**config.mk**
```make
export PLATFORM = sky130hd
export DESIGN_NAME = fp_wb_queue
export DESIGN_NICKNAME = d
export VERILOG_FILES = /design/src/rtl/fp_wb_queue_pkg.sv /design/src/rtl/fp_wb_fifo2w2r.sv /design/src/rtl/fp_wb_queue.sv
export SDC_FILE = /design/constraint.sdc
export NUM_CORES = 1
export LEC_CHECK = 0
export ABC_CLOCK_PERIOD_IN_PS = 9200
export CAP_MARGIN = 20
export CELL_PAD_IN_SITES_DETAIL_PLACEMENT = 2
export CELL_PAD_IN_SITES_GLOBAL_PLACEMENT = 2
export CORE_MARGIN = 2
export CORE_UTILIZATION = 42
export DETAILED_ROUTE_END_ITERATION = 10
export GPL_TIMING_DRIVEN = 0
export MAX_ROUTING_LAYER = met4
export PLACE_DENSITY = 0.95
export SLEW_MARGIN = 20
export SYNTH_ARGS = -nofsm -noshare
export SYNTH_HDL_FRONTEND = slang
export SYNTH_SLANG_ARGS = --single-unit
```
**constraint.sdc**
```tcl
create_clock -name clk -period 9.2 [get_ports clk]
set_clock_uncertainty 0.2 [all_clocks]
set_input_delay 1.84 -clock clk [delete_from_list [all_inputs] [get_ports clk]]
set_output_delay 1.84 -clock clk [all_outputs]
set_load 0.03 [all_outputs]
```
**src/rtl/fp_wb_queue_pkg.sv**
```systemverilog
// Shared types and constants for the FP writeback queue.
// One entry is {bank, dst[3:0], data[31:0]} = 37 bits.
package fp_wb_queue_pkg;

  localparam int FPWB_DEPTH = 4;
  localparam int ENTRY_W    = 37;

  typedef struct packed {
    logic        bank;
    logic [3:0]  dst;
    logic [31:0] data;
  } wb_entry_t;

  // One-hot busy-vector position for a register, indexed by {bank,dst}.
  function automatic logic [31:0] reg_onehot(input logic bank, input logic [3:0] dst);
    logic [31:0] r;
    r = '0;
    r[{bank, dst}] = 1'b1;
    return r;
  endfunction

endpackage

```
**src/rtl/fp_wb_fifo2w2r.sv**
```systemverilog
// Circular entry store with two pushes and two pops per cycle.
// Slot 1 of a push/pop pair lands after slot 0 only when slot 0 is active.
module fp_wb_fifo2w2r
  import fp_wb_queue_pkg::*;
#(
  parameter int DEPTH = FPWB_DEPTH,
  localparam int PW = $clog2(DEPTH),
  localparam int CW = PW + 1
) (
  input  logic          clk,
  input  logic          rst_n,
  input  logic          push0_i,
  input  wb_entry_t     push_data0_i,
  input  logic          push1_i,
  input  wb_entry_t     push_data1_i,
  input  logic          pop0_i,
  input  logic          pop1_i,
  output wb_entry_t     rd_data0_o,
  output wb_entry_t     rd_data1_o,
  output logic [CW-1:0] count_o
);

  wb_entry_t       mem_q [DEPTH];
  logic [PW-1:0]   wptr_q, wptr_d;
  logic [PW-1:0]   rptr_q, rptr_d;
  logic [CW-1:0]   count_q, count_d;
  logic [PW-1:0]   wr_idx1;
  logic [PW-1:0]   rd_idx1;

  always_comb begin
    wr_idx1 = wptr_q + PW'(push0_i);
    rd_idx1 = rptr_q + PW'(1);
    wptr_d  = wptr_q + PW'(push0_i) + PW'(push1_i);
    rptr_d  = rptr_q + PW'(pop0_i) + PW'(pop1_i);
    count_d = count_q + CW'(push0_i) + CW'(push1_i) - CW'(pop0_i) - CW'(pop1_i);
  end

  // Storage carries no reset; only pointers and occupancy do.
  always_ff @(posedge clk) begin
    if (push0_i) mem_q[wptr_q]  <= push_data0_i;
    if (push1_i) mem_q[wr_idx1] <= push_data1_i;
  end

  always_ff @(posedge clk or negedge rst_n) begin
    if (!rst_n) begin
      wptr_q  <= '0;
      rptr_q  <= '0;
      count_q <= '0;
    end else begin
      wptr_q  <= wptr_d;
      rptr_q  <= rptr_d;
      count_q <= count_d;
    end
  end

  assign rd_data0_o = mem_q[rptr_q];
  assign rd_data1_o = mem_q[rd_idx1];
  assign count_o    = count_q;

endmodule

```
**src/rtl/fp_wb_queue.sv**
```systemverilog
// FP writeback queue: merges FPU and load results into two registered RF write
// ports and tracks pending destination writes in a busy scoreboard.
module fp_wb_queue
  import fp_wb_queue_pkg::*;
#(
  parameter int DEPTH = FPWB_DEPTH,
  localparam int CW = $clog2(DEPTH) + 1
) (
  input  logic          clk,
  input  logic          rst_n,
  input  logic          issue_valid,
  input  logic [3:0]    issue_dst,
  input  logic          issue_bank,
  input  logic          fpu_valid,
  input  logic [3:0]    fpu_dst,
  input  logic          fpu_bank,
  input  logic [31:0]   fpu_data,
  output logic          fpu_ready,
  input  logic          ld_valid,
  input  logic [3:0]    ld_dst,
  input  logic          ld_bank,
  input  logic [31:0]   ld_data,
  output logic          ld_ready,
  output logic          rf_wen0,
  output logic [3:0]    rf_wdst0,
  output logic          rf_wbank0,
  output logic [31:0]   rf_wdata0,
  output logic          rf_wen1,
  output logic [3:0]    rf_wdst1,
  output logic          rf_wbank1,
  output logic [31:0]   rf_wdata1,
  output logic [31:0]   busy,
  output logic [CW-1:0] wb_count
);

  // Handshake: a source transfers on a rising edge when valid && ready and
  // holds valid/payload until then; ready depends only on registered occupancy.
  logic      space_ok;
  logic      fpu_push, ld_push;
  logic      pop0, pop1;
  wb_entry_t fpu_entry, ld_entry;
  wb_entry_t rd0, rd1;

  wb_entry_t   out0_q, out0_d, out1_q, out1_d;
  logic        wen0_q, wen0_d, wen1_q, wen1_d;
  logic [31:0] busy_q, busy_d;
  logic [31:0] set_mask, clr_mask;

  assign space_ok  = (wb_count <= CW'(DEPTH - 2));
  assign fpu_ready = space_ok;
  assign ld_ready  = space_ok;
  assign fpu_push  = fpu_valid & space_ok;
  assign ld_push   = ld_valid & space_ok;
  assign fpu_entry = '{bank: fpu_bank, dst: fpu_dst, data: fpu_data};
  assign ld_entry  = '{bank: ld_bank, dst: ld_dst, data: ld_data};

  // Drain as much as possible every cycle: oldest to port 0, next to port 1.
  assign pop0 = (wb_count != '0);
  assign pop1 = (wb_count >= CW'(2));

  fp_wb_fifo2w2r #(.DEPTH(DEPTH)) u_fifo (
    .clk          (clk),
    .rst_n        (rst_n),
    .push0_i      (fpu_push),
    .push_data0_i (fpu_entry),
    .push1_i      (ld_push),
    .push_data1_i (ld_entry),
    .pop0_i       (pop0),
    .pop1_i       (pop1),
    .rd_data0_o   (rd0),
    .rd_data1_o   (rd1),
    .count_o      (wb_count)
  );

  always_comb begin
    out0_d   = '0;
    out1_d   = '0;
    wen0_d   = pop0;
    wen1_d   = pop1;
    set_mask = '0;
    clr_mask = '0;
    if (pop0) begin
      out0_d   = rd0;
      clr_mask = clr_mask | reg_onehot(rd0.bank, rd0.dst);
    end
    if (pop1) begin
      out1_d   = rd1;
      clr_mask = clr_mask | reg_onehot(rd1.bank, rd1.dst);
    end
    if (issue_valid) set_mask = reg_onehot(issue_bank, issue_dst);
    // A clear lands on the same edge the write is loaded onto rf_wen; set wins.
    busy_d = (busy_q & ~clr_mask) | set_mask;
  end

  always_ff @(posedge clk or negedge rst_n) begin
    if (!rst_n) begin
      out0_q <= '0;
      out1_q <= '0;
      wen0_q <= 1'b0;
      wen1_q <= 1'b0;
      busy_q <= '0;
    end else begin
      out0_q <= out0_d;
      out1_q <= out1_d;
      wen0_q <= wen0_d;
      wen1_q <= wen1_d;
      busy_q <= busy_d;
    end
  end

  assign rf_wen0   = wen0_q;
  assign rf_wdst0  = out0_q.dst;
  assign rf_wbank0 = out0_q.bank;
  assign rf_wdata0 = out0_q.data;
  assign rf_wen1   = wen1_q;
  assign rf_wdst1  = out1_q.dst;
  assign rf_wbank1 = out1_q.bank;
  assign rf_wdata1 = out1_q.data;
  assign busy      = busy_q;

endmodule

```
==> results.yml, run 1 <==
sta:
  period_needed_ns: 4.96
  relSlewSlack: 0.336
  setup_viol_count_final: 0
  hold_violations: 0
  timing.setup.tns_ns: 0
  fmax_ghz: 0.201
  final_clock_period_utilization_by_the_worst_path: 0.540
  rsz0062_at_grt: "no"
  worst_slack_ns: 4.24
  drv_slew: 0
  worstMarginPinSlew_ns: 0.988
cts:
  post_cts_resized: 0
  clock-sinks: 263
  cts_buffers: 30
  post_cts_setup_repair_buffer_count: 0
  clkTransAtPathRegs_ns: 0.06
  worstSkewPairLatency_ns: 0.57
  cts_root_buffer: "sky130_fd_sc_hd__clkbuf_16"
  tritoncts: "done"
  cts.hold.buffers_added: 0
  clock_tree.buffer_depth: 3
  cts.htree.levels: 1
die:
  floorplan.die_area_mm2: 0.0318
  floorplan.rows: 63
  start_util: 0.428
  top_level_ports: 197
  dieWidth_um: 178
  die-height_um: 178
  core-area_mm2: 0.0298
final_layout:
  drive_above_1_share: 0.292
  num-nets-final: 1151
  areaGrowthSynthToFinish_pct: 30.1
  finish.cell_count_without_fillers: 1482
  final_design_area_no_fill_mm2: 0.0166
  fillerInstances: 2615
placement:
  preCtsSetupSlack_ns: 3.87
  portBuffers: 196
  placedInstanceArea_mm2: 0.0155
  dpl.cell_count: 1418
  post-dp-hpwl_um: 31300
  gp_routability_congestion: 0.835
global_routing:
  groute.layer.met1.usage: 0.394
  grt_usage: 0.342
  grt_pass1_vias: 10400
  largest_net_degree_at_the_start_of_global_routing: 66
  grt.met3_usage: 0.0497
  antenna_violations_before_repair: 8
  grt_overflow: 0
  gr-usage-met2: 0.591
  busiest_layer: "met2"
  grt_first_pass_wirelength_um: 75100
drt:
  post_drt_via_cell_ratio: 6.21
  average_wire_length_per_cell_after_detail_routing_um: 34.9
  initialDrtViolationCount: 709
  postRouteAntennaNets: 0
  detailedRoute.firstPassIterationCount: 7
  remaining_drc_errors: 0
  dr_vias: 9205
  routed_wirelength_um: 51700
hold_path:
  hp-class: "reg -> reg"
  hold_path.startpoint: "busy[20]"
  worstHoldEndpoint: "busy[20]"
  holdPathStages: 1
power_and_ir_drop:
  power_density_mw_per_mm2: 402
  power.total_mw: 6.67
  p_leak_nw: 6.01
  ir_worst_vdd_uv: 234
setup_path:
  worst_setup_path_start_kind: "primary input"
  timing_worst_setup_path_type: "in -> reg"
  crit_slowest_cell: "sky130_fd_sc_hd__clkdlybuf4s50_1"
  reg2reg_slack_ns: 5.00
  crit_chain: "clkdlybuf4s50_1, nand2_1, inv_1, ha_1, xnor2_1, nand4_1, buf_2, buf_2, o31ai_4, buf_6, buf_6, buf_8"
  worstPathRequired_ns: 9.27
  crit_arrival_ns: 5.03
  cpPeakStageDelay_ns: 0.41
  r2r_end: "u_fifo.count_o[2]"
  worstRegToRegCells: 10
  critical_path_sink_type: "flop"
  r2r-start: "u_fifo.count_o[1]"
  critical_path.max_fanout: 12
logic_synthesis:
  netlist_instances: 820
  synth_edf_count: 148
  netlist-cell-type-count: 49
  ys_warn_count: 0
  synth_seq_area_share: 0.574
  synth_top_flop_cell: "sky130_fd_sc_hd__edfxtp_1"
  syn_area_per_cell_um2: 15.6
  register_bit_total_from_synthesis: 263
  synth-async-reset-ratio: 0.437
  mapped_cell_area_mm2: 0.0128
  postSynthNetCount: 911
status:
  run_status: "finished, final reports clean"
run:
  maxCapViolations: 0
state kept, by name, indices dropped and copies added (netlist names):
signal	flops
rf_wdst1	4
u_fifo.wptr_q	2
u_fifo.mem_q	148
rf_wbank1	1
u_fifo.rptr_q	2
rf_wdata1	32
rf_wdst0	4
rf_wdata0	32
rf_wen1	1
rf_wen0	1
u_fifo.count_o	3
rf_wbank0	1
busy	32
area by class of cell:
type | count | area (um2) | share of cell area
diodes | 8 | 20.0 | 0.00121
well taps | 390 | 488 | 0.0294
plain buffers | 50 | 243 | 0.0146
inverters | 14 | 52.6 | 0.00317
multi-input cells | 493 | 5190 | 0.313
clock buffers | 35 | 801 | 0.0483
repair buffers | 208 | 2180 | 0.131
flip-flops and latches | 263 | 7320 | 0.441
clock inverters | 21 | 294 | 0.0177
metrics by stage:
stage	utilization	hold WS, ns
2_1_floorplan	-	0.355
3_3_place_gp	0.510	0.290
3_5_place_dp	0.520	0.299
4_1_cts	0.556	0.313
5_1_grt	0.557	0.339
6_report	0.557	0.307
power breakdown:
part           switching, mW  internal (mW)  total (mW)
logic                   1.91           1.36        3.27
clock network          0.542          0.820        1.36
registers              0.285           1.75        2.04
how the worst max path moves through the flow:
stage / cells past startpoint / to / startpoint / slack (ns)
4_1_cts: 12 / u_fifo.mem_q[1][26] / fpu_valid / 4.24
6_report: 12 / u_fifo.mem_q[1][13] / fpu_valid / 4.24
5_1_grt: 12 / u_fifo.mem_q[1][26] / fpu_valid / 4.15
2_1_floorplan: 4 / u_fifo.mem_q[3][0] / fpu_valid / 3.78
3_5_place_dp: 10 / u_fifo.mem_q[3][13] / fpu_valid / 3.87
3_3_place_gp: 3 / u_fifo.mem_q[0][13] / fpu_valid / 0.76
cell usage in the layout, fill, tap and decap left out, types with 3 or more instances in the layout:
master and count:
sky130_fd_sc_hd__a21boi_0 8, sky130_fd_sc_hd__a31o_1 24, sky130_fd_sc_hd__and2_1 72, sky130_fd_sc_hd__and3b_1 6, sky130_fd_sc_hd__and4_1 3, sky130_fd_sc_hd__buf_1 10, sky130_fd_sc_hd__buf_16 4, sky130_fd_sc_hd__buf_2 22
sky130_fd_sc_hd__buf_6 5, sky130_fd_sc_hd__buf_8 5, sky130_fd_sc_hd__bufinv_16 7, sky130_fd_sc_hd__clkbuf_1 18, sky130_fd_sc_hd__clkbuf_16 31, sky130_fd_sc_hd__clkdlybuf4s50_1 195, sky130_fd_sc_hd__clkinv_1 4, sky130_fd_sc_hd__clkinv_2 5
sky130_fd_sc_hd__dfrtp_1 115, sky130_fd_sc_hd__diode_2 8, sky130_fd_sc_hd__edfxtp_1 148, sky130_fd_sc_hd__fa_1 3, sky130_fd_sc_hd__ha_1 4, sky130_fd_sc_hd__inv_1 14, sky130_fd_sc_hd__mux2_1 13, sky130_fd_sc_hd__mux2_2 137
sky130_fd_sc_hd__mux4_2 72, sky130_fd_sc_hd__nand2_1 30, sky130_fd_sc_hd__nand3_1 3, sky130_fd_sc_hd__nand3b_1 5, sky130_fd_sc_hd__nand4_1 3, sky130_fd_sc_hd__nor2_1 29, sky130_fd_sc_hd__nor2b_1 6, sky130_fd_sc_hd__nor3b_1 4
sky130_fd_sc_hd__o21ai_0 22, sky130_fd_sc_hd__o21ai_1 3, sky130_fd_sc_hd__o32ai_1 6, sky130_fd_sc_hd__or3_1 3, sky130_fd_sc_hd__xnor2_1 4
cells by family after synthesis:
logic type / share of synthesized area
AND/OR/NAND/NOR: 0.0865
AO/OA/AOI/OAI: 0.0405
XOR/XNOR: 0.00412
adder cells (fa/ha/maj): 0.00863
flip-flops: 0.574
buffers and inverters: 0.0231
multiplexers: 0.263
critical path: cells and delay by family:
kind | cells | cell delay, ns
buffers and inverters | 7 | 1.79
and+or+nand+nor | 2 | 0.48
xor gates and xnor gates | 1 | 0.40
adders and majority gates | 1 | 0.27
AOI/OAI and AO/OA | 1 | 0.23
metal layers:
metal | vias up | share of wire | routed length, um
li1 | 3638 | - | -
met3 | 158 | 0.053 | 2770
met1 | 4915 | 0.38 | 19400
met5 | - | 0 | 0
met2 | 494 | 0.52 | 26900
met4 | 0 | 0.050 | 2600
synthesized netlist by cell type (6+ instances only):
master	instances	area (um2)
sky130_fd_sc_hd__and2_1	72	450
sky130_fd_sc_hd__mux4_2	72	1620
sky130_fd_sc_hd__a31o_1	24	210
sky130_fd_sc_hd__nand2_1	30	113
sky130_fd_sc_hd__buf_1	10	37.5
sky130_fd_sc_hd__and3b_1	6	52.6
sky130_fd_sc_hd__a21boi_0	8	60.1
sky130_fd_sc_hd__mux2_1	13	146
sky130_fd_sc_hd__o21ai_0	24	120
sky130_fd_sc_hd__nor2b_1	6	37.5
sky130_fd_sc_hd__dfrtp_1	115	2880
sky130_fd_sc_hd__mux2_2	137	1540
sky130_fd_sc_hd__nor2_1	29	109
sky130_fd_sc_hd__buf_2	22	110
sky130_fd_sc_hd__edfxtp_1	148	4440
sky130_fd_sc_hd__clkbuf_1	15	56.3
sky130_fd_sc_hd__inv_1	14	52.6
sky130_fd_sc_hd__o32ai_1	6	52.6
Note: power is estimated with default switching activity, not from simulation.
==> run 2: changes to the inputs <==
ABC_CLOCK_PERIOD_IN_PS = 4000   (was 9200)
CORE_UTILIZATION = 35   (was 42)
PLACE_DENSITY = 0.86   (was 0.95)
clock period = 4 ns   (was 9.2 ns; I/O delays follow)
==> run 2 against run 1 <==
  * Register-to-register slack lost 4.8 ns
  * Largest power group unchanged
  * Wire length fell by 18%
  * Highest routed layer unchanged
  * First-iteration DRC count fell by 37%
  * Largest cell class unchanged
==> results.yml, run 2 (same netlist as run 1, synthesis figures left out) <==
sta:
  worst_slack_ns: 0.216
  timing.setup.tns_ns: 0
  final_clock_period_utilization_by_the_worst_path: 0.946
  setup_viol_count_final: 0
  relSlewSlack: 0.316
  hold_violations: 0
  period_needed_ns: 3.78
  fin_hold_ws_ns: 0.303
  drv_slew: 0
  rsz0062_at_grt: "no"
  worstMarginPinSlew_ns: 1.02
  fmax_ghz: 0.264
power_and_ir_drop:
  power_density_mw_per_mm2: 875
  power.total_mw: 14.6
  net-switching-power_mw: 5.74
  comb_power_share: 0.492
  ir_worst_vdd_uv: 443
  sw_frac_of_total: 0.395
  internal_power_mw: 8.81
  clockPowerShare: 0.193
  p_leak_nw: 5.99
  share_seq_of_total_power: 0.314
cts:
  tritoncts: "done"
  clkTransAtPathRegs_ns: 0.06
  cts_buffers: 31
  worstSkewPairLatency_ns: 0.56
  cts_root_buffer: "sky130_fd_sc_hd__clkbuf_16"
  post_cts_setup_repair_buffer_count: 0
  clock-sinks: 263
  cts.htree.levels: 1
  clock_tree.buffer_depth: 3
setup_path:
  worstPathRequired_ns: 4.07
  critical_path_sink_type: "flop"
  reg2reg_slack_ns: 0.22
  r2r_end: "u_fifo.mem_q[2][16]"
  critical_path.max_fanout: 15
  crit_path_end: "u_fifo.mem_q[2][16]"
  crit_cells: 11
  worst_setup_path_start_kind: "flop"
  cpPeakStageDelay_ns: 0.48
  timing.critical_path.buf_inv: 5
  r2r-start: "u_fifo.count_o[0]"
  crit_chain: "a21oi_4, nand2_1, inv_1, ha_1, xnor2_1, or3_1, buf_2, buf_2, o21ai_4, buf_16, buf_16"
  crit_slowest_cell: "sky130_fd_sc_hd__dfrtp_1"
  timing_worst_setup_path_type: "reg -> reg"
  worstRegToRegCells: 11
  critical_path.top_delay_family: "buffers and inverters"
  crit_arrival_ns: 3.85
  crit_path_start: "u_fifo.count_o[0]"
final_layout:
  max_flop_register: "u_fifo.mem_q"
  fillerInstances: 3390
  leading_cell_type_in_the_layout_fill_and_taps_excluded: "sky130_fd_sc_hd__clkdlybuf4s50_1"
  drive_above_1_share: 0.293
  largest_register_ff_count: 148
  areaGrowthSynthToFinish_pct: 30.3
  finish.cell_count_without_fillers: 1553
  num-nets-final: 1154
  mostFrequentLayoutCells: "sky130_fd_sc_hd__clkdlybuf4s50_1 (195), sky130_fd_sc_hd__edfxtp_1 (148), sky130_fd_sc_hd__mux2_2 (137)"
run:
  maxCapViolations: 0
die:
  start_util: 0.357
  top_level_ports: 197
  core-area_mm2: 0.0357
  floorplan.die_area_mm2: 0.0380
  floorplan.rows: 69
  die-height_um: 195
  dieWidth_um: 195
drt:
  routed_wirelength_um: 42500
  dr_vias: 8516
  post_drt_via_cell_ratio: 5.48
  initialDrtViolationCount: 445
  postRouteAntennaNets: 0
  average_wire_length_per_cell_after_detail_routing_um: 27.4
  detailedRoute.firstPassIterationCount: 5
  remaining_drc_errors: 0
placement:
  gp_routability_congestion: 0.824
  post-dp-hpwl_um: 29900
  portBuffers: 196
  dpl.cell_count: 1491
  preCtsSetupSlack_ns: -0.415
global_routing:
  grt_usage: 0.230
  grt_overflow: 0
  largest_net_degree_at_the_start_of_global_routing: 89
  grt_pass1_vias: 9806
  grt_first_pass_wirelength_um: 63600
  antenna_violations_before_repair: 5
hold_path:
  hp-class: "reg -> reg"
status:
  run_status: "finished, final reports clean"
[run 2: cell count changes in the layout (fill, tap and decap cells not counted), sizes merged]
cell,change
clkinv,-3
clkinvlp,-2
clkbuf,+11
diode,-2
bufinv,-5
dlygate4sd3,+1
[run 2: final cells by class]
type | count | area (um2) | share of cell area
antenna | 6 | 15.0 | 0.000903
buffer | 49 | 241 | 0.0145
clock buffer | 45 | 888 | 0.0534
clock inverter | 11 | 111 | 0.00670
inverter | 14 | 52.6 | 0.00316
multi-input combinational | 493 | 5210 | 0.313
sequential | 263 | 7320 | 0.440
tap | 461 | 577 | 0.0347
timing repair buffer | 211 | 2210 | 0.133
[run 2: what timing repair did]
item,4_1_cts,5_1_grt
endpoints found under the hold margin,27,0
endpoints found under the setup margin,22,1
resized for setup,1,3
hold buffers,1,0
[run 2: worst min-delay path by stage]
| stage | cells past startpoint | start | slack [ns] | to |
|---|---|---|---|---|
| final | 1 | busy[17] | 0.30 | busy[17] |
| after global routing | 1 | busy[0] | 0.33 | busy[0] |
| after CTS | 1 | busy[17] | 0.31 | busy[17] |
| after detailed placement | 1 | busy[17] | 0.30 | busy[17] |
| after global placement | 1 | busy[1] | 0.29 | busy[1] |
| after floorplan | 0 | rst_n | 0.30 | busy[0] |
[run 2: per-stage QoR]
step / instance area [um2] / utilization
floorplan: 12800 / -
global placement: 15300 / 0.428
detailed placement: 15600 / 0.436
CTS: 16600 / 0.464
global route: 16600 / 0.465
finish: 16600 / 0.465
[run 2: power groups by stage]
stage	logic (mW)	clock network (mW)	registers, mW
2_1_floorplan	3.22	0	5.51
3_3_place_gp	6.74	0	4.59
3_5_place_dp	7.18	0	4.61
4_1_cts	7.24	2.86	4.57
5_1_grt	7.60	2.96	4.67
6_report	7.16	2.81	4.58
[run 2: routing by layer]
layer / part of all wire / vias to the layer above / GRT usage
met4: 0.018 / 0 / 0.0469
met2: 0.53 / 268 / 0.417
met5: 0 / - / -
met3: 0.054 / 53 / 0.0392
met1: 0.40 / 4545 / 0.268
li1: - / 3650 / -
